--- src/rtl/serial_slave_port.sv ---
// serial_slave_port: serial bus responder; deserialises address/write data, serialises read data (split support under SERIAL_SLAVE_SPLIT_EN)
module serial_slave_port #(
  parameter int ADDR_WIDTH      = 12,
  parameter int DATA_WIDTH      = 8,
  parameter int SPLIT_THRESHOLD = 4
) (
  input  logic                  clk,
  input  logic                  rstn,
  input  logic                  swdata,
  input  logic                  smode,
  input  logic                  mvalid,
  output logic                  srdata,
  output logic                  svalid,
  output logic                  sready,
  output logic                  ssplit,
  input  logic                  split_grant,
  output logic [ADDR_WIDTH-1:0] mem_addr,
  output logic [DATA_WIDTH-1:0] mem_wdata,
  output logic                  mem_wen,
  output logic                  mem_ren,
  input  logic [DATA_WIDTH-1:0] mem_rdata,
  input  logic                  mem_rvalid
);
  localparam int MAXW = ADDR_WIDTH > DATA_WIDTH ? ADDR_WIDTH : DATA_WIDTH;
  localparam int CW   = $clog2(MAXW) + 1;
  typedef enum logic [2:0] {IDLE, ADDR, WDATA, MEMWR, MEMRD, RDATA, SPLIT, GRANT} state_t;
  state_t                state, state_n;
  logic [CW-1:0]         cnt, cnt_n;
  logic [ADDR_WIDTH-2:0] addr, addr_n;
  logic [DATA_WIDTH-2:0] wdata, wdata_n;
  logic [DATA_WIDTH-1:0] rdata, rdata_n;
  logic [ADDR_WIDTH-1:0] mem_addr_n;
  logic [DATA_WIDTH-1:0] mem_wdata_n;
  logic                  srdata_n, svalid_n, ssplit_n, mem_wen_n, mem_ren_n;
`ifdef SERIAL_SLAVE_SPLIT_EN
  localparam int WW = $clog2(SPLIT_THRESHOLD + 1) + 1;
  logic [WW-1:0] wcnt, wcnt_n;
`else
  logic unused;
  assign unused = split_grant ^ (SPLIT_THRESHOLD == 0);
`endif
  assign sready = state == IDLE;
  // next-state and next-output computation; serial words shift in/out LSB first
  always_comb begin
    state_n     = state;
    cnt_n       = cnt;
    addr_n      = addr;
    wdata_n     = wdata;
    rdata_n     = rdata;
    mem_addr_n  = mem_addr;
    mem_wdata_n = mem_wdata;
    srdata_n    = 1'b0;
    svalid_n    = 1'b0;
    ssplit_n    = ssplit;
    mem_wen_n   = 1'b0;
    mem_ren_n   = 1'b0;
`ifdef SERIAL_SLAVE_SPLIT_EN
    wcnt_n      = wcnt;
`endif
    case (state)
      IDLE: if (mvalid) begin
        addr_n  = {swdata, addr[ADDR_WIDTH-2:1]};
        cnt_n   = CW'(1);
        state_n = ADDR;
      end
      ADDR: if (mvalid) begin
        if (cnt == CW'(ADDR_WIDTH - 1)) begin
          cnt_n      = '0;
          mem_addr_n = {swdata, addr};
          mem_ren_n  = !smode;
          state_n    = smode ? WDATA : MEMRD;
`ifdef SERIAL_SLAVE_SPLIT_EN
          wcnt_n     = '0;
`endif
        end else begin
          addr_n = {swdata, addr[ADDR_WIDTH-2:1]};
          cnt_n  = cnt + 1'b1;
        end
      end
      WDATA: if (mvalid) begin
        if (cnt == CW'(DATA_WIDTH - 1)) begin
          cnt_n       = '0;
          mem_wdata_n = {swdata, wdata};
          mem_wen_n   = 1'b1;
          state_n     = MEMWR;
        end else begin
          wdata_n = {swdata, wdata[DATA_WIDTH-2:1]};
          cnt_n   = cnt + 1'b1;
        end
      end
      MEMWR: state_n = IDLE;
      MEMRD: if (mem_rvalid && !mem_ren) begin
        srdata_n = mem_rdata[0];
        svalid_n = 1'b1;
        rdata_n  = mem_rdata >> 1;
        cnt_n    = '0;
        state_n  = RDATA;
      end
`ifdef SERIAL_SLAVE_SPLIT_EN
      else begin
        wcnt_n = wcnt + 1'b1;
        if (wcnt_n == WW'(SPLIT_THRESHOLD)) begin
          ssplit_n = 1'b1;
          state_n  = SPLIT;
        end
      end
`endif
      RDATA: if (cnt == CW'(DATA_WIDTH - 1)) begin
        cnt_n   = '0;
        state_n = IDLE;
      end else begin
        srdata_n = rdata[0];
        svalid_n = 1'b1;
        rdata_n  = rdata >> 1;
        cnt_n    = cnt + 1'b1;
      end
`ifdef SERIAL_SLAVE_SPLIT_EN
      SPLIT: if (mem_rvalid) begin
        rdata_n  = mem_rdata;
        ssplit_n = 1'b0;
        state_n  = GRANT;
      end
      GRANT: if (split_grant) begin
        srdata_n = rdata[0];
        svalid_n = 1'b1;
        rdata_n  = rdata >> 1;
        cnt_n    = '0;
        state_n  = RDATA;
      end
`endif
      default: state_n = IDLE;
    endcase
  end
  // state and registered outputs; reset aborts any transfer without strobes
  always_ff @(posedge clk or negedge rstn) begin
    if (!rstn) begin
      state     <= IDLE;
      cnt       <= '0;
      addr      <= '0;
      wdata     <= '0;
      rdata     <= '0;
      mem_addr  <= '0;
      mem_wdata <= '0;
      srdata    <= 1'b0;
      svalid    <= 1'b0;
      ssplit    <= 1'b0;
      mem_wen   <= 1'b0;
      mem_ren   <= 1'b0;
`ifdef SERIAL_SLAVE_SPLIT_EN
      wcnt      <= '0;
`endif
    end else begin
      state     <= state_n;
      cnt       <= cnt_n;
      addr      <= addr_n;
      wdata     <= wdata_n;
      rdata     <= rdata_n;
      mem_addr  <= mem_addr_n;
      mem_wdata <= mem_wdata_n;
      srdata    <= srdata_n;
      svalid    <= svalid_n;
      ssplit    <= ssplit_n;
      mem_wen   <= mem_wen_n;
      mem_ren   <= mem_ren_n;
`ifdef SERIAL_SLAVE_SPLIT_EN
      wcnt      <= wcnt_n;
`endif
    end
  end
endmodule

--- config.mk ---
export PLATFORM = sky130hd
export DESIGN_NAME = serial_slave_port
export DESIGN_NICKNAME = d
export VERILOG_FILES = /design/src/rtl/serial_slave_port.sv
export SDC_FILE = /design/constraint.sdc
export NUM_CORES = 1
export LEC_CHECK = 0
export ABC_AREA = 1
export BUFFER_PORTS_ARGS = -buffer_cell sky130_fd_sc_hd__buf_2
export CORE_MARGIN = 2
export CORE_UTILIZATION = 50
export CTS_CLUSTER_SIZE = 40
export DETAILED_ROUTE_END_ITERATION = 16
export PLACE_DENSITY_LB_ADDON = 0.1
export SKIP_CTS_REPAIR_TIMING = 1
export SLEW_MARGIN = 5
export SYNTH_ARGS = -nofsm -noshare
export SYNTH_HDL_FRONTEND = slang
export SYNTH_SLANG_ARGS = --single-unit
--- constraint.sdc ---
create_clock -name clk -period 1.4 [get_ports clk]
set_input_delay 0.42 -clock clk [delete_from_list [all_inputs] [get_ports clk]]
set_output_delay 0.42 -clock clk [all_outputs]
set_load 0.03 [all_outputs]
==> results.yml <==
outcome:
  outcome: "finished with violations"
  violations: "setup timing"
placement:
  post-place-ws_ns: -0.0325
  dpl_cell_area_um2: 3050
  gp_congestion: 0.854
  io_buffers: 38
  place_hpwl_mm: 3.48
clock_network:
  root_buffer: "clkbuf_8"
  cts_tree: "built"
  cts_num_sinks: 57
  clkLatencyLatePin_ns: 0.33
  htreeDepth: 3
  clk_path_buf_depth: 2
  clk_pin_slew_ns: 0.06
  numCtsBuffers: 9
setup_path:
  arrival_ns: 1.15
  timing.rr.end: "mem_addr[7]"
  cp_slowest_cell: "dfrtp_2"
  start_kind: "flop"
  reg2regPathDepth: 8
  cpLargestDelayFamily: "flip-flops"
  path_class: "reg2out"
  cp_max_fo: 5
  slowest_delay_ns: 0.45
  reg2reg_slack_ns: -0.07
  path_buf_inv: 2
  worstReg2RegStart: "state[1]"
  required_ns: 0.98
  worstSetupEndpointType: "output port"
  crit_chain: "nor2_4, nand2_2, inv_2, buf_6"
timing:
  grt_setup_unrepaired: "yes"
  fmax_mhz: 638
  layout_min_cycle_time_ns: 1.57
  min_period_over_period_pct: 112
  hold_viol: 0
  clock_skew_ns: 0.00885
  fin_ws_ns: -0.169
  setup_viol: 32
  final_max_slew_viol_count: 0
  fin_tns_setup_ns: -1.53
detailed_routing:
  firstDrtPassIters: 4
  wirelength_mm: 5.52
  final_antenna_net_count: 0
  post-route-drc-count: 0
  routed-via-count: 2174
  viasPerCell: 4.80
  drt-wirelength-per-cell_um: 12.2
  drt-initial-drc-count: 115
synth:
  yosysWarnings: 0
  synth-edff-count: 0
  seq_area_frac_synth_pct: 55.0
  synth.avg_cell_area_um2: 8.65
  synth_area_leader_cell: "dfrtp_1"
  synthTopCellsByCount: "nand2_1 (90), dfrtp_1 (57), inv_1 (38), o21ai_0 (31)"
  yosysMostFrequentCell: "nand2_1"
  netlist_area_um2: 2590
  synth.distinct_cells: 24
  ys_ff_latch: 57
  synth.area.top_cells: "dfrtp_1 (55%), nand2_1 (13%), o21ai_0 (6.0%), inv_1 (5.5%), nand3_1 (3.1%)"
  syn_nets: 316
  synth_top_area_share_pct: 55.0
  syn_inst: 300
  synth_ff_type: "dfrtp_1"
  synthArstFlopShare_pct: 100
final_layout:
  final_area_um2: 3490
  drive_gt1_share_pct: 33.9
  syn2layout_area_growth_pct: 34.4
  insertedDiodeCount: 0
  nNetsFinal: 394
power_and_ir_drop:
  finalPower_uw: 6300
  p_leak_uw: 0.00180
  internal_power_uw: 4010
  pwr-share-comb_pct: 40.7
  p_clk_share_pct: 23.5
  ir_drop_mv: 1.07
  switching_share_pct: 36.3
  p_per_area_nw_per_um2: 1810
  switchingPower_uw: 2290
  seqPwrFrac_pct: 35.7
grt:
  grt_pass1_wl_mm: 9.05
  grt_max_degree: 58
  grt_usage_pct: 19.8
  antenna_found_initial: 0
  grt_remaining_overflow: 0
  grt_pass1_vias: 2071
floorplan:
  row_count: 26
  coreArea_um2: 5040
  die_x_um: 76.0
  io_pins: 41
  floorplan.initialDensity_pct: 51.4
  die_h_um: 76.0
  dieArea_um2: 5780
flow_run:
  maxCapViolations: 0
worst_hold_path:
  hold_path_class: "in2async"
## cell type report
class,count,area [um^2]
Multi-Input combinational cell,195,1070
Clock buffer,13,149
Sequential cell,57,1430
Timing Repair Buffer,75,549
Tap cell,70,87.6
Clock inverter,3,40.0
Fill cell,425,1560
Inverter,40,158
## sequential cells by signal, indices dropped and copies added (netlist names)
signal / count
srdata: 1
cnt: 5
mem_ren: 1
svalid: 1
rdata: 7
wdata: 7
state: 3
mem_addr: 12
mem_wen: 1
mem_wdata: 8
addr: 11
## placed cells by master, fill, tap and decap left out, types with 3 or more instances in the layout
master and count:
dfrtp_1 55, nand2_1 80, nand3_1 14, clkbuf_1 3, nand2_4 5, buf_12 5, clkbuf_8 10, buf_6 5
o211ai_1 6, nand4_1 4, nor2_4 4, o21ai_0 20, inv_2 5, nor2_1 7, inv_1 33, buf_2 38
buf_4 27, nand2_2 12, o21ai_1 27, nand3_2 3
## worst reg2reg max path, delay by kind of cell, from the launching register on
kind                   cells  cell delay, ns
DFF                        1            0.44
AOI/OAI and AO/OA          1            0.07
buffers and inverters      3            0.42
and+or+nand+nor            4            0.42
## power groups by stage
stage                     clock [uW]  combinational [uW]  sequential, uW
final                           1480                2570            2250
after global routing            1590                2880            2300
after CTS                       1510                2080            2240
after detailed placement           0                2070            2260
after global placement             0                2030            2260
after floorplan                    0                1320            2280
## logic make-up after synthesis
kind of cell | Yosys count | synth area share, %
compound gates | 56 | 11.5
xor+xnor | 1 | 0.338
fa+ha+maj | 1 | 0.482
buf+inv | 50 | 9.02
flops | 57 | 55.0
other cells | 1 | 0.145
simple gates | 134 | 23.5
## worst max-delay path by stage
| stage | start | end | slack [ns] | depth (start not counted) |
|---|---|---|---|---|
| after CTS | state[0] | sready | -0.30 | 4 |
| after detailed placement | state[0] | mem_wdata[4] | -0.03 | 6 |
| after floorplan | cnt[0] | rdata[4] | 0.02 | 9 |
| after global placement | cnt[0] | mem_wdata[0] | -0.02 | 9 |
| after global routing | state[0] | sready | -0.21 | 4 |
| final | state[0] | sready | -0.17 | 4 |
## metrics by stage
step / hold slack [ns] / utilization, % / std cells
floorplan: 0.124 / - / 300
global route: 0.110 / 69.1 / 453
global placement: 0.446 / 60.4 / 425
finish: 0.0735 / 69.1 / 453
CTS: 0.0889 / 64.1 / 441
detailed placement: 0.445 / 60.4 / 425
## metal layers
metal | wire (um) | global-route usage [%] | vias to the layer above
met3 | 235 | 4.62 | 10
met4 | 97 | 9.82 | 0
met5 | 0 | 0 | -
li1 | - | - | 1112
met1 | 2530 | 25.0 | 998
met2 | 2660 | 32.3 | 54
No activity file was read; power rests on OpenSTA's default activity.
